`src/rtl/lru_replace_ctrl.sv`:
```
// Per-set LRU replacement controller for a 4-way cache: tracks the LRU matrix and
// valid bits for every set, picks refill victims, and runs the refill handshake.
module lru_replace_ctrl #(
  parameter int unsigned SET_BITS = 6
) (
  input  logic                clk,
  input  logic                rst,
  input  logic                req_valid,
  output logic                req_ready,
  input  logic [SET_BITS-1:0] req_index,
  input  logic                req_hit,
  input  logic [1:0]          req_hit_way,
  output logic                resp_valid,
  input  logic                resp_ready,
  output logic [1:0]          resp_way,
  output logic                resp_miss,
  output logic                refill_valid,
  input  logic                refill_ready,
  output logic [SET_BITS-1:0] refill_index,
  output logic [1:0]          refill_way,
  input  logic                refill_done,
  input  logic                flush_req,
  output logic                flush_busy
);
  localparam int unsigned NSETS = 1 << SET_BITS;

  typedef enum logic [2:0] {FLUSH, IDLE, REFILL_REQ, REFILL_WAIT, RESP} state_t;

  state_t state, state_nxt;

  logic [15:0] lru_mem   [NSETS];
  logic [3:0]  valid_mem [NSETS];

  logic [SET_BITS-1:0] cnt;
  logic [SET_BITS-1:0] lat_index;
  logic [1:0]          lat_way;
  logic                lat_miss;

  logic [SET_BITS-1:0] rd_index;
  logic [15:0]         rd_lru;
  logic [3:0]          rd_valid;
  logic                wr_en;
  logic [SET_BITS-1:0] wr_index;
  logic [15:0]         wr_lru;
  logic [3:0]          wr_valid;
  logic                accept;

  // Clear column w in every row, then fill row w with every bit except w.
  function automatic logic [15:0] lru_touch(input logic [15:0] old, input logic [1:0] w);
    logic [3:0] col;
    col = 4'b0001 << w;
    return (old & ~{4{col}}) | ({12'b0, ~col} << {w, 2'b00});
  endfunction

  function automatic logic [1:0] pick_victim(input logic [15:0] l, input logic [3:0] v);
    logic [1:0] vw;
    logic [2:0] best;
    logic [2:0] pc;
    logic       found;
    vw    = '0;
    found = 1'b0;
    best  = 3'd7;
    for (int unsigned i = 0; i < 4; i++) begin
      if (!v[i] && !found) begin
        vw    = 2'(i);
        found = 1'b1;
      end
    end
    if (!found) begin
      for (int unsigned i = 0; i < 4; i++) begin
        pc = 3'($countones(l[4*i +: 4]));
        if (pc < best) begin
          best = pc;
          vw   = 2'(i);
        end
      end
    end
    return vw;
  endfunction

  assign accept   = (state == IDLE) && !flush_req && req_valid;
  assign rd_index = (state == IDLE) ? req_index : lat_index;
  assign rd_lru   = lru_mem[rd_index];
  assign rd_valid = valid_mem[rd_index];

  always_comb begin
    wr_en    = 1'b0;
    wr_index = rd_index;
    wr_lru   = rd_lru;
    wr_valid = rd_valid;
    case (state)
      FLUSH: begin
        wr_en    = 1'b1;
        wr_index = cnt;
        wr_lru   = '0;
        wr_valid = '0;
      end
      IDLE: begin
        if (accept && req_hit) begin
          wr_en  = 1'b1;
          wr_lru = lru_touch(rd_lru, req_hit_way);
        end
      end
      REFILL_WAIT: begin
        if (refill_done) begin
          wr_en    = 1'b1;
          wr_lru   = lru_touch(rd_lru, lat_way);
          wr_valid = rd_valid | (4'b0001 << lat_way);
        end
      end
      default: ;
    endcase
  end

  // Writes are suppressed during reset so an aborted refill leaves no trace.
  always_ff @(posedge clk) begin
    if (wr_en && !rst) begin
      lru_mem[wr_index]   <= wr_lru;
      valid_mem[wr_index] <= wr_valid;
    end
  end

  always_ff @(posedge clk) begin
    if (rst) begin
      state     <= FLUSH;
      cnt       <= '0;
      lat_index <= '0;
      lat_way   <= '0;
      lat_miss  <= 1'b0;
    end else begin
      state <= state_nxt;
      cnt   <= (state == FLUSH) ? cnt + 1'b1 : '0;
      if (accept) begin
        lat_index <= req_index;
        lat_way   <= req_hit ? req_hit_way : pick_victim(rd_lru, rd_valid);
        lat_miss  <= 1'b0;
      end else if (state == REFILL_WAIT && refill_done) begin
        lat_miss <= 1'b1;
      end
    end
  end

  always_comb begin
    state_nxt = state;
    case (state)
      FLUSH:       if (cnt == '1) state_nxt = IDLE;
      IDLE: begin
        if (flush_req)      state_nxt = FLUSH;
        else if (req_valid) state_nxt = req_hit ? RESP : REFILL_REQ;
      end
      REFILL_REQ:  if (refill_ready) state_nxt = REFILL_WAIT;
      REFILL_WAIT: if (refill_done)  state_nxt = RESP;
      RESP:        if (resp_ready)   state_nxt = IDLE;
      default:     state_nxt = FLUSH;
    endcase
  end

  always_comb begin
    req_ready    = (state == IDLE) && !flush_req;
    resp_valid   = (state == RESP);
    refill_valid = (state == REFILL_REQ);
    flush_busy   = (state == FLUSH);
    resp_way     = lat_way;
    resp_miss    = lat_miss;
    refill_index = lat_index;
    refill_way   = lat_way;
  end
endmodule

```
`config.mk`:
```
export PLATFORM = sky130hd
export DESIGN_NAME = lru_replace_ctrl
export DESIGN_NICKNAME = d
export VERILOG_FILES = /design/src/rtl/lru_replace_ctrl.sv
export SDC_FILE = /design/constraint.sdc
export NUM_CORES = 2
export LEC_CHECK = 0
export CORE_ASPECT_RATIO = 1.25
export CORE_MARGIN = 8
export CORE_UTILIZATION = 55
export DETAILED_ROUTE_END_ITERATION = 8
export HOLD_SLACK_MARGIN = 0.1
export PLACE_DENSITY = 0.71
export SLEW_MARGIN = 15
export SYNTH_ARGS = -nofsm -noshare
export SYNTH_HDL_FRONTEND = slang
export SYNTH_SLANG_ARGS = --single-unit
```
`constraint.sdc`:
```
create_clock -name clk -period 14.3 [get_ports clk]
set_input_delay 2.86 -clock clk [delete_from_list [all_inputs] [get_ports clk]]
set_output_delay 2.86 -clock clk [all_outputs]
set_load 0.01 [all_outputs]
```
==> flow_metrics.env <==
export IMPL_multi_input_area_um2=12570
export IMPL_final_cell_mix="1,280 x edfxtp_1, 408 x nand2_1, 260 x mux4_2, 115 x clkbuf_16, 105 x nand3_1"
export IMPL_synth_top_area_cell="edfxtp_1"
export IMPL_antenna_left=0
export IMPL_gr_total_overflow=0
export IMPL_final_util=0.6149
export IMPL_layout_drive_gt1_share=0.2097
export IMPL_tns_ns=0
export IMPL_routed_via_count=27920
export IMPL_antenna_found_initial=2
export IMPL_layout_cells_non_filler=4214
export IMPL_htreeDepth=3
export IMPL_synth_cell_types=65
export IMPL_cp_end_kind="flop"
export IMPL_viasPerCell=6.625
export IMPL_crit_path_start_kind="primary input"
export IMPL_cts_made_buffers=114
export IMPL_period_share=0.7312
export IMPL_mostFrequentLayoutCell="edfxtp_1"
export IMPL_regArea_um2=38800
export IMPL_synthFlopType="edfxtp_1"
export IMPL_dp_hpwl_mm=74.52
export IMPL_dpl_instance_area_um2=53920
export IMPL_cp_buffers_inverters=5
export IMPL_setup_ws_ns=3.843
export IMPL_max_freq_ghz=0.09563
export IMPL_grt_pass1_wl_mm=194.7
export IMPL_maxSlewViolCount=0
export IMPL_critPathSlowestCell="clkdlybuf4s50_1"
export IMPL_fin_crit_ns=10.46
export IMPL_cp_top_family="compound AO/OA/AOI/OAI gates"
export IMPL_synthesis_area_um2=51900
export IMPL_clock_sinks=1298
export IMPL_rows=126
export IMPL_synthCells=2822
export IMPL_seq_area_frac_synth=0.7475
export IMPL_synth_edf_count=1280
export IMPL_syn_num_nets=2859
export IMPL_post_place_cells=3994
export IMPL_p_leak_nw=19.00
export IMPL_die_h_um=359.4
export IMPL_clk_pin_slew_worst_paths_ns=0.07
export IMPL_post_drt_wl_per_cell_um=31.82
export IMPL_final_nets=2933
export IMPL_setup_violations=0
export IMPL_finalPower_mw=11.18
export IMPL_drv_cap=0
export IMPL_critPathMaxFanout=41
export IMPL_firstDrtPassIters=6
export IMPL_drcViolationCount=0
export IMPL_hold_slack_ns=0.5058
export IMPL_core_area_um2=93960
export IMPL_grt_pass1_vias=28150
export IMPL_worstMarginPinSlew_ns=1.163
export IMPL_routed_wl_mm=134.1
export IMPL_io_pins=31
export IMPL_worst_setup_path_type="primary input to flop"
export IMPL_io_buffers=30
export IMPL_critPathRequiredTime_ns=14.91
export IMPL_fin_skew_ns=0.02815
export IMPL_crit_path_max_incr_delay_ns=0.72
export IMPL_grt_usage=0.2539
export IMPL_clock_latency_ns=0.71
export IMPL_avgSynthCellArea_um2=18.39
export IMPL_slew_headroom=0.2178
export IMPL_place_ws_ns=3.254
export IMPL_power_density_nw_per_um2=193.5
export IMPL_hp_class="flop to flop"
export IMPL_ir_worst_vdd_uv=273.4
export IMPL_ys_warnings_count=0
export IMPL_final_area_um2=57780
export IMPL_grt_max_degree=133
export IMPL_place_congestion=0.9219
export IMPL_cpMostUsedCell="ha_1"
export IMPL_syn2layout_area_growth_pct=11.33
export IMPL_start_util=0.5524
export IMPL_drt_iter0_markers=3674
export IMPL_grt_setup_unrepaired="false"
export IMPL_synthArstFlopShare=0
export IMPL_outcome="finished, final reports clean"
export IMPL_cts_tree="built"
export IMPL_ctsResizeCount=0
export IMPL_die_x_um=290.8
export IMPL_dieArea_um2=104500
export IMPL_synth_area_leaders="edfxtp_1 74%, mux4_2 11%, nand2_1 3.0%"
export IMPL_hold_viol_final=0
export IMPL_fillers=6363
export IMPL_cts_hold_buf=0
export IMPL_ys_ff_latch=1298
export IMPL_post_cts_buffers=0
export IMPL_cp_arrival_ns=11.07
export IMPL_synth_top_area_frac=0.7406
export IMPL_cts_path_max_buffers=3
export IMPL_root_buffer="clkbuf_16"
## cells in the mapped netlist, types with 8 or more instances
| library cell | number |
|---|---|
| a211oi_1 | 17 |
| a21oi_1 | 52 |
| a311oi_1 | 25 |
| a31oi_1 | 27 |
| a32oi_1 | 23 |
| and3_1 | 21 |
| buf_2 | 28 |
| buf_4 | 40 |
| buf_6 | 31 |
| clkbuf_1 | 48 |
| dfxtp_1 | 18 |
| edfxtp_1 | 1280 |
| ha_1 | 17 |
| inv_1 | 22 |
| mux2_2 | 9 |
| mux2i_1 | 101 |
| mux4_2 | 260 |
| nand2_1 | 408 |
| nand2b_1 | 13 |
| nand3_1 | 105 |
| nand3b_1 | 8 |
| nand4_1 | 8 |
| nor2_1 | 115 |
| nor2b_1 | 8 |
| nor4_1 | 12 |
| o21ai_0 | 28 |
| o22ai_1 | 13 |
## logic make-up after synthesis
family                     Yosys count  synth area share
adders and majority gates           21          0.005641
xor gates and xnor gates             3         0.0005064
buffers and inverters              178           0.02136
and+or+nand+nor                    720           0.05967
muxes                              372            0.1347
DFF                               1298            0.7475
AOI/OAI and AO/OA                  230           0.03054
## layer usage
| layer | vias to the layer above | part of all wire | global-route usage |
|---|---|---|---|
| met1 | 14470 | 0.38 | 0.3479 |
| met4 | 0 | 0.038 | 0.1009 |
| li1 | 11450 | - | - |
| met3 | 286 | 0.10 | 0.04415 |
| met2 | 1716 | 0.48 | 0.4080 |
| met5 | - | 0 | 0 |
## power breakdown
| part | internal, mW | total (mW) | switching [mW] |
|---|---|---|---|
| clock network | 1.73 | 3.11 | 1.38 |
| logic | 1.21 | 3.44 | 2.23 |
| registers | 4.59 | 4.63 | 0.0368 |
## registers in the layout, summed over array words and instances (netlist names)
register	flops
refill_way	2
state	3
lru_mem	1024
resp_miss	1
valid_mem	256
cnt	6
refill_index	6
## worst paths after layout
kind,from,endpoint,slack (ns),cells past startpoint
min,cnt[0]$_SDFF_PP0_,cnt[0]$_SDFF_PP0_,0.51,1
min reg2reg,cnt[0]$_SDFF_PP0_,cnt[0]$_SDFF_PP0_,0.51,1
max,req_index[0],refill_way[1]$_SDFFE_PP0P_,3.84,30
max reg2reg,state[1]$_SDFFE_PP0P_,refill_way[1]$_SDFFE_PP0P_,6.10,29
## final cells by class
cell class	instances	area share
timing repair buffer	114	0.01719
sequential	1298	0.6715
clock inverter	81	0.01436
inverter	22	0.001429
tap	1216	0.02633
antenna	3	0.0001299
multi-input combinational	1346	0.2175
clock buffer	134	0.05156
No activity file was read; power rests on OpenSTA's default activity.
